File: src/rtl/hazard_stall_controller.sv
// -----------------------------------------------------------------------------
// hazard_stall_controller
//
// Pipeline sequencing controller for the 5-stage RV32 core. It sits beside the
// ID stage. It compares the ID-stage instruction's source registers with the
// ID/EX destination and drives the PC / IF-ID write enables, the IF/ID flush
// and the ID/EX bubble. It handles three events:
//   * load-use hazards : LOAD_STALL_CYCLES bubbles per hazard
//   * taken BEQ in ID  : one-cycle IF/ID flush
//   * data-memory wait : the whole pipe is frozen while dmem_busy_i is high
//
// All control outputs are combinational from the state and the current inputs,
// so a stall takes effect in the same cycle the hazard is seen.
//
// Parameters
//   LOAD_STALL_CYCLES  bubbles inserted per load-use hazard (1..7)
//   MEM_TIMEOUT        wait-counter value that sets mem_timeout_o (1..255)
//
// Optional feature
//   HAZARD_PERF_CNT_EN  when defined, builds two saturating 32-bit counters:
//                       stall cycles (pc_write_o==0) and flush cycles
//                       (if_id_flush_o==1), both counted outside reset.
//                       When undefined, both ports read 0 and no counter
//                       flops exist.
//
// Ports
//   clk_i            in   1   clock, rising edge
//   rst_i            in   1   synchronous reset, active-low
//   id_instr_i       in   32  instruction held in IF/ID
//   id_ex_memread_i  in   1   ID/EX holds a load
//   id_ex_rd_i       in   5   ID/EX destination register
//   branch_taken_i   in   1   BEQ in ID resolved taken
//   dmem_busy_i      in   1   data memory not ready this cycle
//   pc_write_o       out  1   PC update enable
//   if_id_write_o    out  1   IF/ID write enable
//   if_id_flush_o    out  1   zero IF/ID on next edge
//   id_ex_bubble_o   out  1   force ID/EX control bits to zero
//   pipe_hold_o      out  1   freeze ID/EX, EX/MEM, MEM/WB
//   mem_timeout_o    out  1   sticky memory-wait timeout flag
//   stall_cycles_o   out  32  perf counter: stalled cycles
//   flush_count_o    out  32  perf counter: flush cycles
// -----------------------------------------------------------------------------
module hazard_stall_controller #(
    parameter int unsigned LOAD_STALL_CYCLES = 1,
    parameter int unsigned MEM_TIMEOUT       = 255
) (
    input  logic        clk_i,
    input  logic        rst_i,
    input  logic [31:0] id_instr_i,
    input  logic        id_ex_memread_i,
    input  logic [4:0]  id_ex_rd_i,
    input  logic        branch_taken_i,
    input  logic        dmem_busy_i,
    output logic        pc_write_o,
    output logic        if_id_write_o,
    output logic        if_id_flush_o,
    output logic        id_ex_bubble_o,
    output logic        pipe_hold_o,
    output logic        mem_timeout_o,
    output logic [31:0] stall_cycles_o,
    output logic [31:0] flush_count_o
);

    // -------------------------------------------------------------------------
    // Constants
    // -------------------------------------------------------------------------
    localparam logic [6:0] OP_REG    = 7'b0110011;
    localparam logic [6:0] OP_IMM    = 7'b0010011;
    localparam logic [6:0] OP_LOAD   = 7'b0000011;
    localparam logic [6:0] OP_STORE  = 7'b0100011;
    localparam logic [6:0] OP_BRANCH = 7'b1100011;

    // The first bubble is issued from RUN. The rest are counted down in
    // LDSTALL, so the counter is loaded with one less than the total.
    localparam logic [2:0] STALL_RELOAD = 3'(LOAD_STALL_CYCLES - 1);
    localparam logic [7:0] TIMEOUT_LIM  = 8'(MEM_TIMEOUT);
    localparam bit         MULTI_STALL  = (LOAD_STALL_CYCLES > 1);

    typedef enum logic [1:0] {
        ST_RUN     = 2'd0,
        ST_LDSTALL = 2'd1,
        ST_MEMWAIT = 2'd2
    } state_t;

    // -------------------------------------------------------------------------
    // State
    // -------------------------------------------------------------------------
    state_t     state_q, state_d;
    logic [2:0] stall_cnt_q, stall_cnt_d;
    logic [7:0] wait_cnt_q, wait_cnt_d;
    logic       mem_timeout_q;
    logic       timeout_set;

    // -------------------------------------------------------------------------
    // Hazard detection
    // -------------------------------------------------------------------------
    logic [6:0] opcode;
    logic [4:0] rs1;
    logic [4:0] rs2;
    logic       rs1_used;
    logic       rs2_used;
    logic       load_use_hazard;

    assign opcode = id_instr_i[6:0];
    assign rs1    = id_instr_i[19:15];
    assign rs2    = id_instr_i[24:20];

    // Only the opcode and register fields matter here. The remaining bits are
    // folded into a sink so the unused input bits are visible as intentional.
    logic unused_instr_bits;
    assign unused_instr_bits = ^{id_instr_i[31:25], id_instr_i[14:7]};

    // Only opcodes that really read a source field are allowed to raise a
    // hazard. For example, the rs2 field of an I-type is part of the immediate.
    always_comb begin
        rs1_used = 1'b0;
        rs2_used = 1'b0;
        case (opcode)
            OP_REG:    begin rs1_used = 1'b1; rs2_used = 1'b1; end
            OP_IMM:    begin rs1_used = 1'b1;                  end
            OP_LOAD:   begin rs1_used = 1'b1;                  end
            OP_STORE:  begin rs1_used = 1'b1; rs2_used = 1'b1; end
            OP_BRANCH: begin rs1_used = 1'b1; rs2_used = 1'b1; end
            default:   begin rs1_used = 1'b0; rs2_used = 1'b0; end
        endcase
    end

    // x0 is hard-wired to zero, so a load into x0 never creates a dependency.
    assign load_use_hazard = id_ex_memread_i
                          && (id_ex_rd_i != 5'd0)
                          && ((rs1_used && (id_ex_rd_i == rs1))
                           || (rs2_used && (id_ex_rd_i == rs2)));

    // -------------------------------------------------------------------------
    // Next-state and output logic
    // -------------------------------------------------------------------------
    // Memory busy has priority over everything in every state.
    // MEMWAIT with busy low behaves exactly like RUN, so the release cycle
    // already reflects any pending hazard or taken branch.
    always_comb begin
        // NOTE: every signal gets a default before any branch; a path that
        // leaves one unassigned would infer a latch.
        state_d        = state_q;
        stall_cnt_d    = 3'd0;
        wait_cnt_d     = 8'd0;
        timeout_set    = 1'b0;
        pc_write_o     = 1'b1;
        if_id_write_o  = 1'b1;
        if_id_flush_o  = 1'b0;
        id_ex_bubble_o = 1'b0;
        pipe_hold_o    = 1'b0;

        if (dmem_busy_i) begin
            // Freeze the whole pipe. A pending load-use countdown is dropped.
            // Once memory is ready, the hazard is evaluated again.
            pc_write_o    = 1'b0;
            if_id_write_o = 1'b0;
            pipe_hold_o   = 1'b1;
            state_d       = ST_MEMWAIT;
            if (state_q == ST_MEMWAIT) begin
                wait_cnt_d = (wait_cnt_q == 8'hFF) ? 8'hFF : wait_cnt_q + 8'd1;
            end else begin
                wait_cnt_d = 8'd1;
            end
            // The flag is set when the counter is loaded with the limit, so
            // it reads high in the MEMWAIT cycle whose count equals the limit.
            timeout_set = (wait_cnt_d >= TIMEOUT_LIM);
        end else begin
            case (state_q)
                ST_LDSTALL: begin
                    // While a countdown is running, branches are ignored.
                    pc_write_o     = 1'b0;
                    if_id_write_o  = 1'b0;
                    id_ex_bubble_o = 1'b1;
                    if (stall_cnt_q <= 3'd1) begin
                        state_d = ST_RUN;
                    end else begin
                        stall_cnt_d = stall_cnt_q - 3'd1;
                    end
                end

                default: begin
                    // ST_RUN, or ST_MEMWAIT in the cycle memory becomes ready.
                    state_d = ST_RUN;
                    if (load_use_hazard) begin
                        pc_write_o     = 1'b0;
                        if_id_write_o  = 1'b0;
                        id_ex_bubble_o = 1'b1;
                        if (MULTI_STALL) begin
                            state_d     = ST_LDSTALL;
                            stall_cnt_d = STALL_RELOAD;
                        end
                    end else if (branch_taken_i) begin
                        if_id_flush_o = 1'b1;
                        pc_write_o    = 1'b1;
                    end
                end
            endcase
        end

        // While reset is held, the pipe is flushed and bubbled and nothing
        // advances. No stall outlives the reset.
        if (!rst_i) begin
            pc_write_o     = 1'b0;
            if_id_write_o  = 1'b0;
            if_id_flush_o  = 1'b1;
            id_ex_bubble_o = 1'b1;
            pipe_hold_o    = 1'b0;
        end
    end

    // -------------------------------------------------------------------------
    // State registers
    // -------------------------------------------------------------------------
    // NOTE: sequential state uses non-blocking assignments, so every flop
    // samples the values from before the edge regardless of statement order.
    always_ff @(posedge clk_i) begin
        if (!rst_i) begin
            state_q       <= ST_RUN;
            stall_cnt_q   <= 3'd0;
            wait_cnt_q    <= 8'd0;
            mem_timeout_q <= 1'b0;
        end else begin
            state_q       <= state_d;
            stall_cnt_q   <= stall_cnt_d;
            wait_cnt_q    <= wait_cnt_d;
            mem_timeout_q <= mem_timeout_q | timeout_set;
        end
    end

    assign mem_timeout_o = mem_timeout_q;

    // -------------------------------------------------------------------------
    // Performance counters
    // -------------------------------------------------------------------------
`ifdef HAZARD_PERF_CNT_EN
    logic [31:0] stall_cycles_q;
    logic [31:0] flush_count_q;

    // The reset branch has priority, so cycles in reset are never counted even
    // though the forced outputs show pc_write_o=0 and if_id_flush_o=1.
    always_ff @(posedge clk_i) begin
        if (!rst_i) begin
            stall_cycles_q <= 32'd0;
            flush_count_q  <= 32'd0;
        end else begin
            if (!pc_write_o && (stall_cycles_q != 32'hFFFF_FFFF)) begin
                stall_cycles_q <= stall_cycles_q + 32'd1;
            end
            if (if_id_flush_o && (flush_count_q != 32'hFFFF_FFFF)) begin
                flush_count_q <= flush_count_q + 32'd1;
            end
        end
    end

    assign stall_cycles_o = stall_cycles_q;
    assign flush_count_o  = flush_count_q;
`else
    assign stall_cycles_o = 32'd0;
    assign flush_count_o  = 32'd0;
`endif

endmodule

File: config.mk
export PLATFORM = sky130hd
export DESIGN_NAME = hazard_stall_controller
export DESIGN_NICKNAME = d
export VERILOG_FILES = /design/src/rtl/hazard_stall_controller.sv
export SDC_FILE = /design/constraint.sdc
export NUM_CORES = 1
export LEC_CHECK = 0
export CAP_MARGIN = 20
export CORE_MARGIN = 2
export CORE_UTILIZATION = 27
export DETAILED_ROUTE_END_ITERATION = 12
export HOLD_SLACK_MARGIN = 0.08
export PLACE_DENSITY = 0.77
export REMOVE_ABC_BUFFERS = 1
export SETUP_SLACK_MARGIN = 0.15
export SYNTH_ARGS = -nofsm -noshare
export SYNTH_HDL_FRONTEND = slang
export SYNTH_SLANG_ARGS = --single-unit
File: constraint.sdc
create_clock -name clk_i -period 1.7 [get_ports clk_i]
set_input_delay 0.34 -clock clk_i [delete_from_list [all_inputs] [get_ports clk_i]]
set_output_delay 0.34 -clock clk_i [all_outputs]
set_load 0.1 [all_outputs]
==> impl_metrics.ini <==
[run_status]
outcome = finished, violations left
failed_checks = setup timing

[placed_design]
rd_place_congestion = 0.836
post_dp_cell_area_um2 = 1420
portBuffers = 32
placed_cells = 237
dp.final_hpwl_um = 1940

[synth]
syn_area_um2 = 1150
ys_types = 32
synth.yosys.seq_area_share_pct = 17.4
postSynthRegisterBits = 10
syn-instance-count = 147
syn_avg_cell_area_um2 = 7.83
synth_top_area_share_pct = 42.4
yosysTopAreaCell = sky130_fd_sc_hd__buf_4
top_cells_by_area_synth = sky130_fd_sc_hd__buf_4 (42%), sky130_fd_sc_hd__dfxtp_1 (17%), sky130_fd_sc_hd__xnor2_1 (8.4%)
ys.warnings.count = 0

[layout]
final_net_count = 236
antenna_cells_inserted = 0
num-fill-cells = 394
final_cell_area_um2 = 1590
layout.cells.non_filler = 242
post_route_cells_drive_above_1_share_pct = 24.0
areaGrowthSynthToFinish_pct = 38.4

[sta]
fmax_mhz = 496
final_max_slew_viol_count = 0
fin_setup_tns_ps = -1120
worst_slack_ps = -317
finalWorstPathRequiredPeriod_ps = 2020
rsz0062_at_grt = yes
finalHoldViolCount = 0
final_min_period_over_clock_period_pct = 119
final-setup-viol-count = 4
timing.hold.ws_ps = 475
skew_final_ps = 4.11

[power_and_ir_drop]
combinational_share_of_power_pct = 60.8
p_int_w = 0.000554
leakage_nw = 0.749
power.density_nw_per_um2 = 865
power.net_switching_w = 0.000824
power.share.switching_pct = 59.8
share_of_total_power_in_the_clock_network_pct = 21.8
max-vdd-ir-drop_mv = 0.503
share_seq_of_total_power_pct = 17.4

[route]
detail_route.wirelength_um = 2360
detailed_router_s_first_iteration_violation_count = 10
num_vias = 946
drt_drc_violations_left = 0
drt_pre_antenna_iters = 4
drt.antenna.violating_nets = 0
vias_per_cell = 3.91
post_drt_wl_per_cell_um = 9.76

[setup_path]
crit_arrival_ps = 1680
cp.required_ps = 1360
startpoint_type = input pin
critical_path.reg2reg.startpoint = wait_cnt_q[1]
critical_path.n_buffers_inverters = 3
crit_path_start = id_ex_rd_i[3]
critical_path.cell_chain = buf_6, or4_4, nor2_4, a211oi_4, a211oi_2, buf_4, buf_12
path_delay_family = simple AND/OR/NAND/NOR gates
r2r_cells = 5
timing.critical_path.fanout_max = 3
critical_path_max_stage_delay_ps = 540
crit_type = in2out
cp_slowest_cell = sky130_fd_sc_hd__or4_4
regToRegEndpoint = wait_cnt_q[0]
worstSetupEndpointType = primary output
rrSetupSlack_ps = 210

[global_routing]
number_of_global_route_vias_before_repair = 820
first_pass_grt_wire_length_um = 3590
antenna_found_initial = 0
global_route.overflow_total = 0
gr-usage-all-layers_pct = 9.47
largest_net_degree_at_the_start_of_global_routing = 9

[hold_path]
hold_path_class = reg2reg
timing.hold.worst.start = state_q[1]
whs_path_depth = 1
min_delay_worst_endpoint = wait_cnt_q[0]

[clock_network]
ctsHtreeMaxLevel = 1
tritoncts_clock_tree = done
later_pin_clock_latency_in_the_skew_report_ps = 240
clock_transition_at_path_regs_ps = 50
cts_inserted_buffers = 3
cts_hold_buf = 0
ctsRootBufferMaster = sky130_fd_sc_hd__clkbuf_8
clock_tree.buffer_depth = 2
cts.sink_count = 10

[die]
top_level_ports = 112
die_height_um = 69.3
design.die.area_um2 = 4800
rows = 23
placeableCoreArea_um2 = 4060
die_width_um = 69.3
starting_density_pct = 28.4

[job]
max-cap-violations = 0
==> layout make-up <==
class	instances	area [µm²]	share of cell area, %
tap	50	62.6	3.93
multi-input combinational	129	792	49.7
timing repair buffer	43	455	28.6
clock buffer	4	55.1	3.46
sequential	10	205	12.9
inverter	6	22.5	1.41
==> power by group through the flow <==
| stage | Combinational (W) | Sequential (W) | Clock, W |
|---|---|---|---|
| final | 0.000838 | 0.000240 | 0.000301 |
| after global routing | 0.000860 | 0.000239 | 0.000320 |
| after CTS | 0.000812 | 0.000240 | 0.000309 |
| after detailed placement | 0.000823 | 0.000244 | 0 |
| after global placement | 0.000821 | 0.000244 | 0 |
| after floorplan | 0.000697 | 0.000245 | 0 |
==> Yosys cell counts <==
cell / number
sky130_fd_sc_hd__or3_1: 1
sky130_fd_sc_hd__and3_2: 2
sky130_fd_sc_hd__nor4_1: 1
sky130_fd_sc_hd__ha_1: 1
sky130_fd_sc_hd__o21ai_0: 1
sky130_fd_sc_hd__o21bai_1: 1
sky130_fd_sc_hd__nor3_1: 2
sky130_fd_sc_hd__o22ai_1: 1
sky130_fd_sc_hd__o211ai_1: 2
sky130_fd_sc_hd__or4_1: 1
sky130_fd_sc_hd__nor3b_1: 2
sky130_fd_sc_hd__a31o_2: 1
sky130_fd_sc_hd__nor2_1: 5
sky130_fd_sc_hd__dfxtp_1: 10
sky130_fd_sc_hd__xnor2_1: 11
sky130_fd_sc_hd__a21oi_1: 4
sky130_fd_sc_hd__inv_1: 6
sky130_fd_sc_hd__nor4b_1: 2
sky130_fd_sc_hd__a32o_2: 1
sky130_fd_sc_hd__a311o_1: 1
sky130_fd_sc_hd__nand2b_1: 1
sky130_fd_sc_hd__conb_1: 1
sky130_fd_sc_hd__a31oi_1: 3
sky130_fd_sc_hd__buf_4: 65
sky130_fd_sc_hd__or2_1: 1
sky130_fd_sc_hd__nand2_1: 6
sky130_fd_sc_hd__a211oi_1: 3
sky130_fd_sc_hd__and2_1: 1
sky130_fd_sc_hd__nand4_1: 3
sky130_fd_sc_hd__xor2_1: 1
sky130_fd_sc_hd__a211oi_2: 1
sky130_fd_sc_hd__nand3_1: 5
==> stage by stage <==
step / util [%] / total power [W] / worst slack (ps)
6_report: 39.3 / 0.00138 / -317
3_5_place_dp: 34.9 / 0.00107 / -685
4_1_cts: 36.4 / 0.00136 / -315
3_3_place_gp: 34.9 / 0.00106 / -695
2_1_floorplan: - / 0.000942 / -4050
5_1_grt: 39.3 / 0.00142 / -368
==> layer usage <==
| metal | GRT usage (%) | part of all wire (%) |
|---|---|---|
| met2 | 17.4 | 54 |
| met3 | 4.07 | 12 |
| met5 | 0 | 0 |
| met4 | 5.23 | 1.9 |
| met1 | 8.68 | 33 |
==> worst max-delay path by stage <==
| stage | end | slack [ps] | depth (start not counted) |
|---|---|---|---|
| 2_1_floorplan | if_id_write_o | -4050 | 4 |
| 4_1_cts | pc_write_o | -310 | 7 |
| 5_1_grt | if_id_write_o | -370 | 7 |
| 3_3_place_gp | pc_write_o | -690 | 7 |
| 3_5_place_dp | pc_write_o | -680 | 7 |
| 6_report | pc_write_o | -320 | 7 |
==> flip-flops by register name, summed over array words and instances, names as in the netlist <==
name / flops
wait_cnt_q: 8
state_q: 1
mem_timeout_o: 1
==> kinds of logic after synthesis <==
kind of cell / Yosys count / synth area share (%)
buffers and inverters: 71 / 44.3
and+or+nand+nor: 33 / 15.8
AOI/OAI and AO/OA: 19 / 12.0
xor gates and xnor gates: 12 / 9.13
DFF: 10 / 17.4
adders and majority gates: 1 / 1.09
other: 1 / 0.326
==> what timing repair did <==
item                       CTS  global route
setup buffers                0             1
setup endpoints to repair   10            10
pin swaps                   15            14
resized for setup           36            30
==> layout by cell type (no fill, tap or decap), types with 2 or more instances in the layout <==
cell type	instances
sky130_fd_sc_hd__nor3b_1	2
sky130_fd_sc_hd__buf_6	4
sky130_fd_sc_hd__clkdlybuf4s15_1	2
sky130_fd_sc_hd__conb_1	64
sky130_fd_sc_hd__xnor2_1	9
sky130_fd_sc_hd__buf_4	9
sky130_fd_sc_hd__nand2_1	6
sky130_fd_sc_hd__dlymetal6s2s_1	5
sky130_fd_sc_hd__clkdlybuf4s50_1	2
sky130_fd_sc_hd__o211ai_1	2
sky130_fd_sc_hd__buf_2	2
sky130_fd_sc_hd__dlygate4sd2_1	12
sky130_fd_sc_hd__buf_12	6
sky130_fd_sc_hd__a211oi_2	2
sky130_fd_sc_hd__a31oi_1	3
sky130_fd_sc_hd__nor2_1	4
sky130_fd_sc_hd__dfxtp_1	8
sky130_fd_sc_hd__clkbuf_8	4
sky130_fd_sc_hd__nand3_1	4
sky130_fd_sc_hd__nor3_1	2
sky130_fd_sc_hd__a21oi_1	4
sky130_fd_sc_hd__inv_1	5
sky130_fd_sc_hd__nand4_1	3
(Power assumes the default switching activity.)
